==> src/rtl/mac_pkg.sv <==
// rtl/mac_pkg.sv - shared encodings, drain FSM states and product helper for mac_row_dm
package mac_pkg;

  localparam logic [1:0] INST_NOP  = 2'b00;
  localparam logic [1:0] INST_LOAD = 2'b01;
  localparam logic [1:0] INST_EXEC = 2'b10;

  localparam logic MODE_WS = 1'b0;
  localparam logic MODE_OS = 1'b1;

  localparam int PROD_W = 32;

  typedef enum logic [1:0] {
    ST_IDLE,
    ST_FLUSH,
    ST_DUMP
  } drain_state_t;

  // Activation arrives zero-extended and weight sign-extended; the caller
  // truncates to psum width, which gives the modulo-2^psum_bw wrap.
  function automatic logic signed [PROD_W-1:0] mac_product(
    input logic        [PROD_W-1:0] act,
    input logic signed [PROD_W-1:0] wgt
  );
    return $signed(act) * wgt;
  endfunction

endpackage

==> src/rtl/mac_pe_dm.sv <==
// rtl/mac_pe_dm.sv - one dual-mode PE: weight/flag, OS accumulator, south psum and east chain
module mac_pe_dm
  import mac_pkg::*;
#(
  parameter int bw      = 4,
  parameter int psum_bw = 16
) (
  input  logic               clk,
  input  logic               reset,
  input  logic [1:0]         inst,
  input  logic               mode,
  input  logic [bw-1:0]      data,
  input  logic [psum_bw-1:0] psum_n,
  input  logic               dump,
  output logic [1:0]         inst_e,
  output logic               mode_e,
  output logic [bw-1:0]      data_e,
  output logic [psum_bw-1:0] psum_s,
  output logic               valid
);

  logic [bw-1:0]      weight;
  logic               loaded;
  logic [psum_bw-1:0] acc;
  logic [bw-1:0]      mul_w;
  logic [psum_bw-1:0] prod;

  // OS takes its weight from the low bits of the north input, WS from the stationary register.
  always_comb begin
    mul_w = (mode == MODE_OS) ? psum_n[bw-1:0] : weight;
    prod  = psum_bw'(mac_product(PROD_W'(data), PROD_W'($signed(mul_w))));
  end

  always_ff @(posedge clk) begin
    if (!reset) begin
      weight <= '0;
      loaded <= 1'b0;
      acc    <= '0;
      psum_s <= '0;
      valid  <= 1'b0;
      inst_e <= INST_NOP;
      mode_e <= 1'b0;
      data_e <= '0;
    end else begin
      inst_e <= inst;
      mode_e <= mode;
      data_e <= data;
      valid  <= 1'b0;
      if (dump) begin
        psum_s <= acc;
        acc    <= '0;
        valid  <= 1'b1;
      end else begin
        case (inst)
          INST_LOAD: begin
            // A captured load is consumed here so the next PE waits for the next value.
            if (!loaded) begin
              weight <= data;
              loaded <= 1'b1;
              inst_e <= INST_NOP;
            end
          end
          INST_EXEC: begin
            if (mode == MODE_OS) begin
              acc <= acc + prod;
            end else begin
              psum_s <= psum_n + prod;
              valid  <= 1'b1;
            end
          end
          default: ;
        endcase
      end
    end
  end

endmodule

==> src/rtl/mac_row_dm.sv <==
// rtl/mac_row_dm.sv - dual-mode WS/OS MAC row with skewed chain and drain FSM
module mac_row_dm
  import mac_pkg::*;
#(
  parameter int bw      = 4,
  parameter int psum_bw = 16,
  parameter int col     = 8
) (
  input  logic                   clk,
  input  logic                   reset,
  input  logic [bw-1:0]          in_w,
  input  logic [1:0]             inst_w,
  input  logic                   mode,
  input  logic                   drain,
  input  logic [psum_bw*col-1:0] in_n,
  output logic [psum_bw*col-1:0] out_s,
  output logic [col-1:0]         valid,
  output logic                   busy
);

  localparam int CW = $clog2(col + 1);
  localparam logic [CW-1:0] FLUSH_LAST = CW'((col > 1) ? (col - 2) : 0);

  drain_state_t  state, state_nx;
  logic [CW-1:0] cnt;
  logic          dump;

  logic [1:0]    inst_c [0:col];
  logic          mode_c [0:col];
  logic [bw-1:0] data_c [0:col];
  logic          unused_east;

  always_ff @(posedge clk) begin
    if (!reset) begin
      state <= ST_IDLE;
      cnt   <= '0;
    end else begin
      state <= state_nx;
      cnt   <= (state == ST_FLUSH) ? cnt + 1'b1 : '0;
    end
  end

  // FLUSH lasts col-1 cycles so the op accepted with drain reaches the last PE before DUMP.
  always_comb begin
    state_nx = state;
    case (state)
      ST_IDLE:  if (drain) state_nx = (col == 1) ? ST_DUMP : ST_FLUSH;
      ST_FLUSH: if (cnt == FLUSH_LAST) state_nx = ST_DUMP;
      ST_DUMP:  state_nx = ST_IDLE;
      default:  state_nx = ST_IDLE;
    endcase
  end

  always_comb begin
    busy = (state != ST_IDLE);
    dump = (state == ST_DUMP);
  end

  assign inst_c[0] = busy ? INST_NOP : inst_w;
  assign mode_c[0] = mode;
  assign data_c[0] = in_w;

  for (genvar i = 0; i < col; i++) begin : g_pe
    mac_pe_dm #(
      .bw      (bw),
      .psum_bw (psum_bw)
    ) u_pe (
      .clk    (clk),
      .reset  (reset),
      .inst   (inst_c[i]),
      .mode   (mode_c[i]),
      .data   (data_c[i]),
      .psum_n (in_n[i*psum_bw +: psum_bw]),
      .dump   (dump),
      .inst_e (inst_c[i+1]),
      .mode_e (mode_c[i+1]),
      .data_e (data_c[i+1]),
      .psum_s (out_s[i*psum_bw +: psum_bw]),
      .valid  (valid[i])
    );
  end

  assign unused_east = ^{inst_c[col], mode_c[col], data_c[col]};

endmodule
==> config.mk <==
export PLATFORM = sky130hd
export DESIGN_NAME = mac_row_dm
export DESIGN_NICKNAME = d
export VERILOG_FILES = /design/src/rtl/mac_pkg.sv /design/src/rtl/mac_pe_dm.sv /design/src/rtl/mac_row_dm.sv
export SDC_FILE = /design/constraint.sdc
export NUM_CORES = 1
export LEC_CHECK = 0
export CORE_MARGIN = 5
export CORE_UTILIZATION = 44
export DETAILED_ROUTE_END_ITERATION = 10
export PLACE_DENSITY = 0.69
export SYNTH_ARGS = -nofsm -noshare
export SYNTH_HDL_FRONTEND = slang
export SYNTH_SLANG_ARGS = --single-unit
==> constraint.sdc <==
create_clock -name clk -period 15.2 [get_ports clk]
set_input_delay 1.52 -clock clk [delete_from_list [all_inputs] [get_ports clk]]
set_output_delay 1.52 -clock clk [all_outputs]
set_load 0.005 [all_outputs]
After elaboration in Yosys (flattened, before gate mapping)

Index checks and enable logic that the tools add are counted.

Bits in registers: 359
Bits of input ports: 138

Add/sub/neg operators: 17
Multipliers: 8
Eq/ne operators: 29
Muxes and demuxes: 81
Bitwise gates (word level): 10
Reduce and logical (&&, ||, !) cells: 45

Operators by type and width:

| operator            | count |
|---|---|
| $mux 16             | 24 |
| $add 16x16->16      | 16 |
| $mul 5x4->9         | 8 |
| $reduce_and 2->1    | 26 |
| $mux 2              | 24 |
| $mux 4              | 8 |
| $mux 1              | 24 |
| $reduce_and 3->1    | 8 |
| $eq 2x1->1 const B  | 9 |
| $eq 2x2->1 const B  | 9 |
| $reduce_bool 2->1   | 9 |
| $ne 2x2->1 const B  | 8 |
| $not 1->1           | 10 |
| $add 4x1->4 const B | 1 |
| $eq 4x3->1 const B  | 1 |
| $ne 2x1->1 const B  | 2 |
| $pmux 2 s2          | 1 |
| $logic_not 2->1     | 1 |
| $reduce_or 2->1     | 1 |

Longest topological paths before layout

Depth after elaboration: 6
Depth in mapped cells: 24

Hierarchy

Synthesis repeated with hierarchy kept, for this count alone.

Cell total of the unflattened synthesis: 3671
Area, all modules: 30566.8 sq um

Modules (own cells, without submodules):

| module                       | times used | cells each | area an instance (sq um) | sequential area each (sq um) |
|---|---|---|---|---|
| mac_pe_dm (g_pe[5].u_pe ...) | 2          | 464        | 3875.0                   | 900.9 |
| mac_pe_dm (g_pe[1].u_pe)     | 1          | 477        | 3912.5                   | 900.9 |
| mac_pe_dm (g_pe[4].u_pe)     | 1          | 460        | 3807.4                   | 900.9 |
| mac_pe_dm (g_pe[3].u_pe)     | 1          | 458        | 3757.4                   | 900.9 |
| mac_pe_dm (g_pe[0].u_pe)     | 1          | 455        | 3723.6                   | 900.9 |
| mac_pe_dm (g_pe[7].u_pe)     | 1          | 437        | 3683.5                   | 900.9 |
| mac_pe_dm (g_pe[2].u_pe)     | 1          | 427        | 3651.0                   | 900.9 |
| mac_row_dm                   | 1          | 29         | 281.5                    | 120.1 |

Worst setup path after synthesis

Ideal clock, no wire load.

Path kind: input to register
Start point: in mode
End point: reg g_pe[0].u_pe.acc[15]
Setup time: 70 ps
Arrival time: 6946 ps
Data required time: 15130 ps
Path slack: 8184 ps
Stages on the path: 22
Cells stage by stage: clkbuf_1 mux2i_1 or2_2 fa_1 fa_1 fa_1 inv_1 ha_1 a21o_1 a21oi_1 o21bai_1 a21oi_1 xnor2_1 ha_1 a21o_1 a21o_1 a21o_1 a21oi_1 o31ai_2 xnor2_1 or3_1 a21oi_1

Word-level cells in the longest chain between the ends: 3
Elaborated cells between the ends (all ways): 4
Classes of those cells: add/sub: 1; mul: 1; mux: 1; reduce/logical: 1

RTL lines:

| item                   | line             | RTL |
|---|---|---|
| start: declaration     | mac_row_dm.sv:13 | `input logic mode,` |
| $mux 4                 | mac_pe_dm.sv:30  | `mul_w = (mode == MODE_OS) ? psum_n[bw-1:0] : weight;` |
| $mul 5x4->9            | mac_pkg.sv:25    | `return $signed(act) * wgt;` |
| $add 16x16->16         | mac_pe_dm.sv:65  | `acc <= acc + prod;` |
| end signal: assignment | mac_pe_dm.sv:65  |  |
| end: declaration       | mac_pe_dm.sv:24  | `logic [psum_bw-1:0] acc;` |

Several ways; a longest one is shown, not always the timed one.
A chain may end at the register's enable or synchronous reset.

Worst setup path after layout

Start point: in in_n[51]
End point: reg g_pe[3].u_pe.acc[15]

Word-level cells in the longest chain between the ends: 3

RTL lines:

| item                   | line             | RTL |
|---|---|---|
| start: declaration     | mac_row_dm.sv:15 | `input logic [psum_bw*col-1:0] in_n,` |
| $mux 4                 | mac_pe_dm.sv:30  |  |
| $mul 5x4->9            | mac_pkg.sv:25    |  |
| $add 16x16->16         | mac_pe_dm.sv:65  |  |
| end signal: assignment | mac_pe_dm.sv:65  |  |
| end: declaration       | mac_pe_dm.sv:24  |  |

No other way between the ends.

==> results.sh <==
export IMPL_status="completed"
export IMPL_ys_warn_count=0
export IMPL_cts_path_max_buffers=3
export IMPL_synth_compound_area_share_pct=22.9
export IMPL_critPathBufInv=2
export IMPL_met3_usage_pct=3.16
export IMPL_antenna_found_initial=2
export IMPL_max_freq_mhz=140
export IMPL_ys_dominant_reg_cell="dfxtp_1"
export IMPL_cp_slowest_cell="ha_1"
export IMPL_slew_violations=0
export IMPL_synthSimpleGateAreaFrac_pct=17.5
export IMPL_required_ps=15720
export IMPL_viasPerCell=5.57
export IMPL_critPathMaxFanout=17
export IMPL_dieArea_sq_um=69100
export IMPL_postCtsHoldBufs=0
export IMPL_nNetsFinal=4170
export IMPL_n_fill_cell=5970
export IMPL_dp_final_hpwl_um=57800
export IMPL_p_total_uw=2420
export IMPL_hold_slack_ps=460
export IMPL_ys_types=85
export IMPL_drc_errors=0
export IMPL_endpoint_kind="register"
export IMPL_syn_inst=3386
export IMPL_setup_viol=0
export IMPL_use_met2_pct=36.3
export IMPL_ant_nets=0
export IMPL_synth_top_family_by_area="compound AO/OA/AOI/OAI gates"
export IMPL_yosysSeqAreaShare_pct=25.6
export IMPL_busiest_layer="met2"
export IMPL_drive_gt1_share_pct=5.16
export IMPL_area_growth_pct=17.9
export IMPL_core_sq_um=63200
export IMPL_slew_headroom_pct=23.7
export IMPL_rows=92
export IMPL_cts_resized=0
export IMPL_insertion_delay_ps=590
export IMPL_synth_nets=3966
export IMPL_hold_viol=0
export IMPL_grt_pass1_wl_um=126000
export IMPL_cts_sinks=359
export IMPL_rsz0062_at_grt="no"
export IMPL_cpMostUsedCell="fa_1"
export IMPL_grtUsageMet1_pct=29.6
export IMPL_path_cells="clkdlybuf4s50_1, mux2i_1, or2_2, fa_1, fa_1, fa_1, inv_1, ha_1, a21o_1, a21oi_1, nand3b_1, nand3_1, ha_1, a2111oi_0, o21ai_0, a31o_2, a31oi_1, xor2_1, or3_1, a21oi_1"
export IMPL_drt_first_pass_iters=5
export IMPL_async_reset_ff_share_pct=0
export IMPL_track_usage_pct=21.6
export IMPL_ff_latch_area_sq_um=7190
export IMPL_first_iter_violations=1369
export IMPL_port_buffers=274
export IMPL_fin_crit_sh_pct=47.1
export IMPL_cap_violations=0
export IMPL_root_buffer="clkbuf_16"
export IMPL_period_needed_ps=7160
export IMPL_p_leak_uw=0.0148
export IMPL_vias=24900
export IMPL_overflow=0
export IMPL_cellPowerDensity_nw_per_um2=72.9
export IMPL_multiInputGateArea_sq_um=20000
export IMPL_worstPathArrival_ps=7680
export IMPL_cts_buffers=46
export IMPL_synth_adder_area_share_pct=21.2
export IMPL_avgSynthCellArea_sq_um=8.30
export IMPL_grt_pass1_vias=24300
export IMPL_grt_max_degree=77
export IMPL_final_setup_tns_ps=0
export IMPL_cts_setup_buffers=0
export IMPL_min_path_type="reg -> reg"
export IMPL_worstSetupPathType="in -> reg"
export IMPL_cts_max_level=2
export IMPL_synth_edff_count=0
export IMPL_muxShareOfSynthArea_pct=2.64
export IMPL_critPathMaxStageDelay_ps=610
export IMPL_post_drt_wl_per_cell_um=17.4
export IMPL_worst_clock_skew_ps=30.1
export IMPL_tightest_slew_ps=1140
export IMPL_num_io_pins=275
export IMPL_postRouteWirelength_um=77800
export IMPL_peakVddDrop_mv=0.0783
export IMPL_synth_xor_area_share_pct=6.63
export IMPL_crit_family="adder cells"
export IMPL_final_util_pct=52.4
export IMPL_dieWidth_um=263
export IMPL_cts_tree="built"
export IMPL_cp_start_kind="primary input"
export IMPL_die_h_um=263
export IMPL_initial_core_util_pct=44.5
export IMPL_ys_seq_elements=359
export IMPL_place_congestion=0.902
export IMPL_clk_pin_slew_ps=60
export IMPL_synth_area_sq_um=28100
==> path summary, 6_finish.rpt <==
kind                                              end  cells after the start                                 from  slack, ps
setup / recovery    g_pe[3].u_pe.acc[15]$_SDFFE_PP0P_                     20                             in_n[51]       8040
hold / removal    g_pe[0].u_pe.psum_s[1]$_SDFFE_PN0P_                      2  g_pe[0].u_pe.psum_s[1]$_SDFFE_PN0P_        460
setup reg to reg    g_pe[3].u_pe.acc[15]$_SDFFE_PP0P_                     19       g_pe[2].u_pe.mode_e$_SDFF_PN0_       8730
hold reg to reg   g_pe[0].u_pe.psum_s[1]$_SDFFE_PN0P_                      2  g_pe[0].u_pe.psum_s[1]$_SDFFE_PN0P_        460
==> cell type report <==
type / count / share of cell area (%)
tap: 846 / 3.19
clock inverter: 15 / 0.547
clock buffer: 67 / 4.11
inverter: 116 / 1.33
sequential: 359 / 21.7
antenna: 1 / 0.00755
multi-input combinational: 2767 / 60.3
timing repair buffer: 300 / 8.86
==> cells in the mapped netlist, drive strengths merged (15+ instances only) <==
| cell | count | share of area, % |
|---|---|---|
| nor3 | 49 | 0.87 |
| o22ai | 16 | 0.36 |
| xnor2 | 153 | 4.8 |
| and2 | 81 | 1.8 |
| and3 | 17 | 0.38 |
| clkbuf | 122 | 1.6 |
| a31oi | 33 | 0.86 |
| buf | 22 | 0.41 |
| o21a | 31 | 0.83 |
| a21o | 110 | 3.0 |
| nand2b | 38 | 0.85 |
| xor2 | 60 | 1.9 |
| nor2b | 40 | 0.89 |
| a22oi | 16 | 0.43 |
| a311oi | 42 | 1.3 |
| nand4 | 15 | 0.33 |
| o21bai | 32 | 0.85 |
| mux2i | 55 | 2.0 |
| inv | 116 | 1.5 |
| or2 | 19 | 0.42 |
| dfxtp | 359 | 26 |
| nand2 | 386 | 5.2 |
| o21ai | 172 | 3.1 |
| or3 | 22 | 0.49 |
| o211ai | 20 | 0.53 |
| nand3 | 36 | 0.64 |
| nor3b | 16 | 0.43 |
| a211oi | 74 | 2.1 |
| ha | 386 | 17 |
| nor2 | 275 | 3.7 |
| mux2 | 17 | 0.68 |
| a21oi | 344 | 6.2 |
| fa | 56 | 4.0 |
==> tightest hold or removal path, delay by kind of cell, from the launching register on <==
kind / cells / cell delay, ps
compound gates: 1 / 50
flops: 1 / 310
simple gates: 1 / 50
==> metal layers <==
layer  up-vias  wire length (um)
li1      12600                 -
met1     11700             37300
met2       517             35500
met3        99              3370
met4         4              1570
met5         -                34
==> kinds of logic (layout without fill, tap and decap cells) <==
group           count (synthesis)  count (layout)
simple gates                 1048            1048
compound gates                992             992
fa+ha+maj                     442             442
flops                         359             359
buf+inv                       260             498
xor+xnor                      213             213
mux                            72              72
other cells                     0               1
==> stage by stage <==
step	setup slack [ps]	cell area, sq um	cells
final	8040	33100	4471
after global routing	7620	33100	4470
after CTS	8120	33100	4470
after detailed placement	7500	31600	4388
after global placement	7580	31600	4388
after floorplan	8180	28100	3386
==> sequential cells by signal, indices dropped and copies added (netlist names) <==
register / cells
g_pe.u_pe.valid: 8
cnt: 4
g_pe.u_pe.weight: 32
g_pe.u_pe.psum_s: 128
g_pe.u_pe.inst_e: 14
g_pe.u_pe.data_e: 28
g_pe.u_pe.acc: 128
state: 2
g_pe.u_pe.loaded: 8
g_pe.u_pe.mode_e: 7
==> layout by cell type, fill, tap and decap left out, types with 60 or more instances in the layout <==
master / n
xor2_1: 60
nand2_1: 385
nor2_1: 274
a21o_1: 107
a211oi_1: 68
xnor2_1: 153
inv_1: 115
o21ai_0: 161
and2_1: 81
clkdlybuf4s50_1: 273
a21oi_1: 339
ha_1: 386
dfxtp_1: 359
==> where the power goes <==
part	total (uW)	switching [uW]	internal (uW)
logic	330	176	153
registers	969	13.9	955
clock network	1120	447	671
Note: power is estimated with default switching activity, not from simulation.
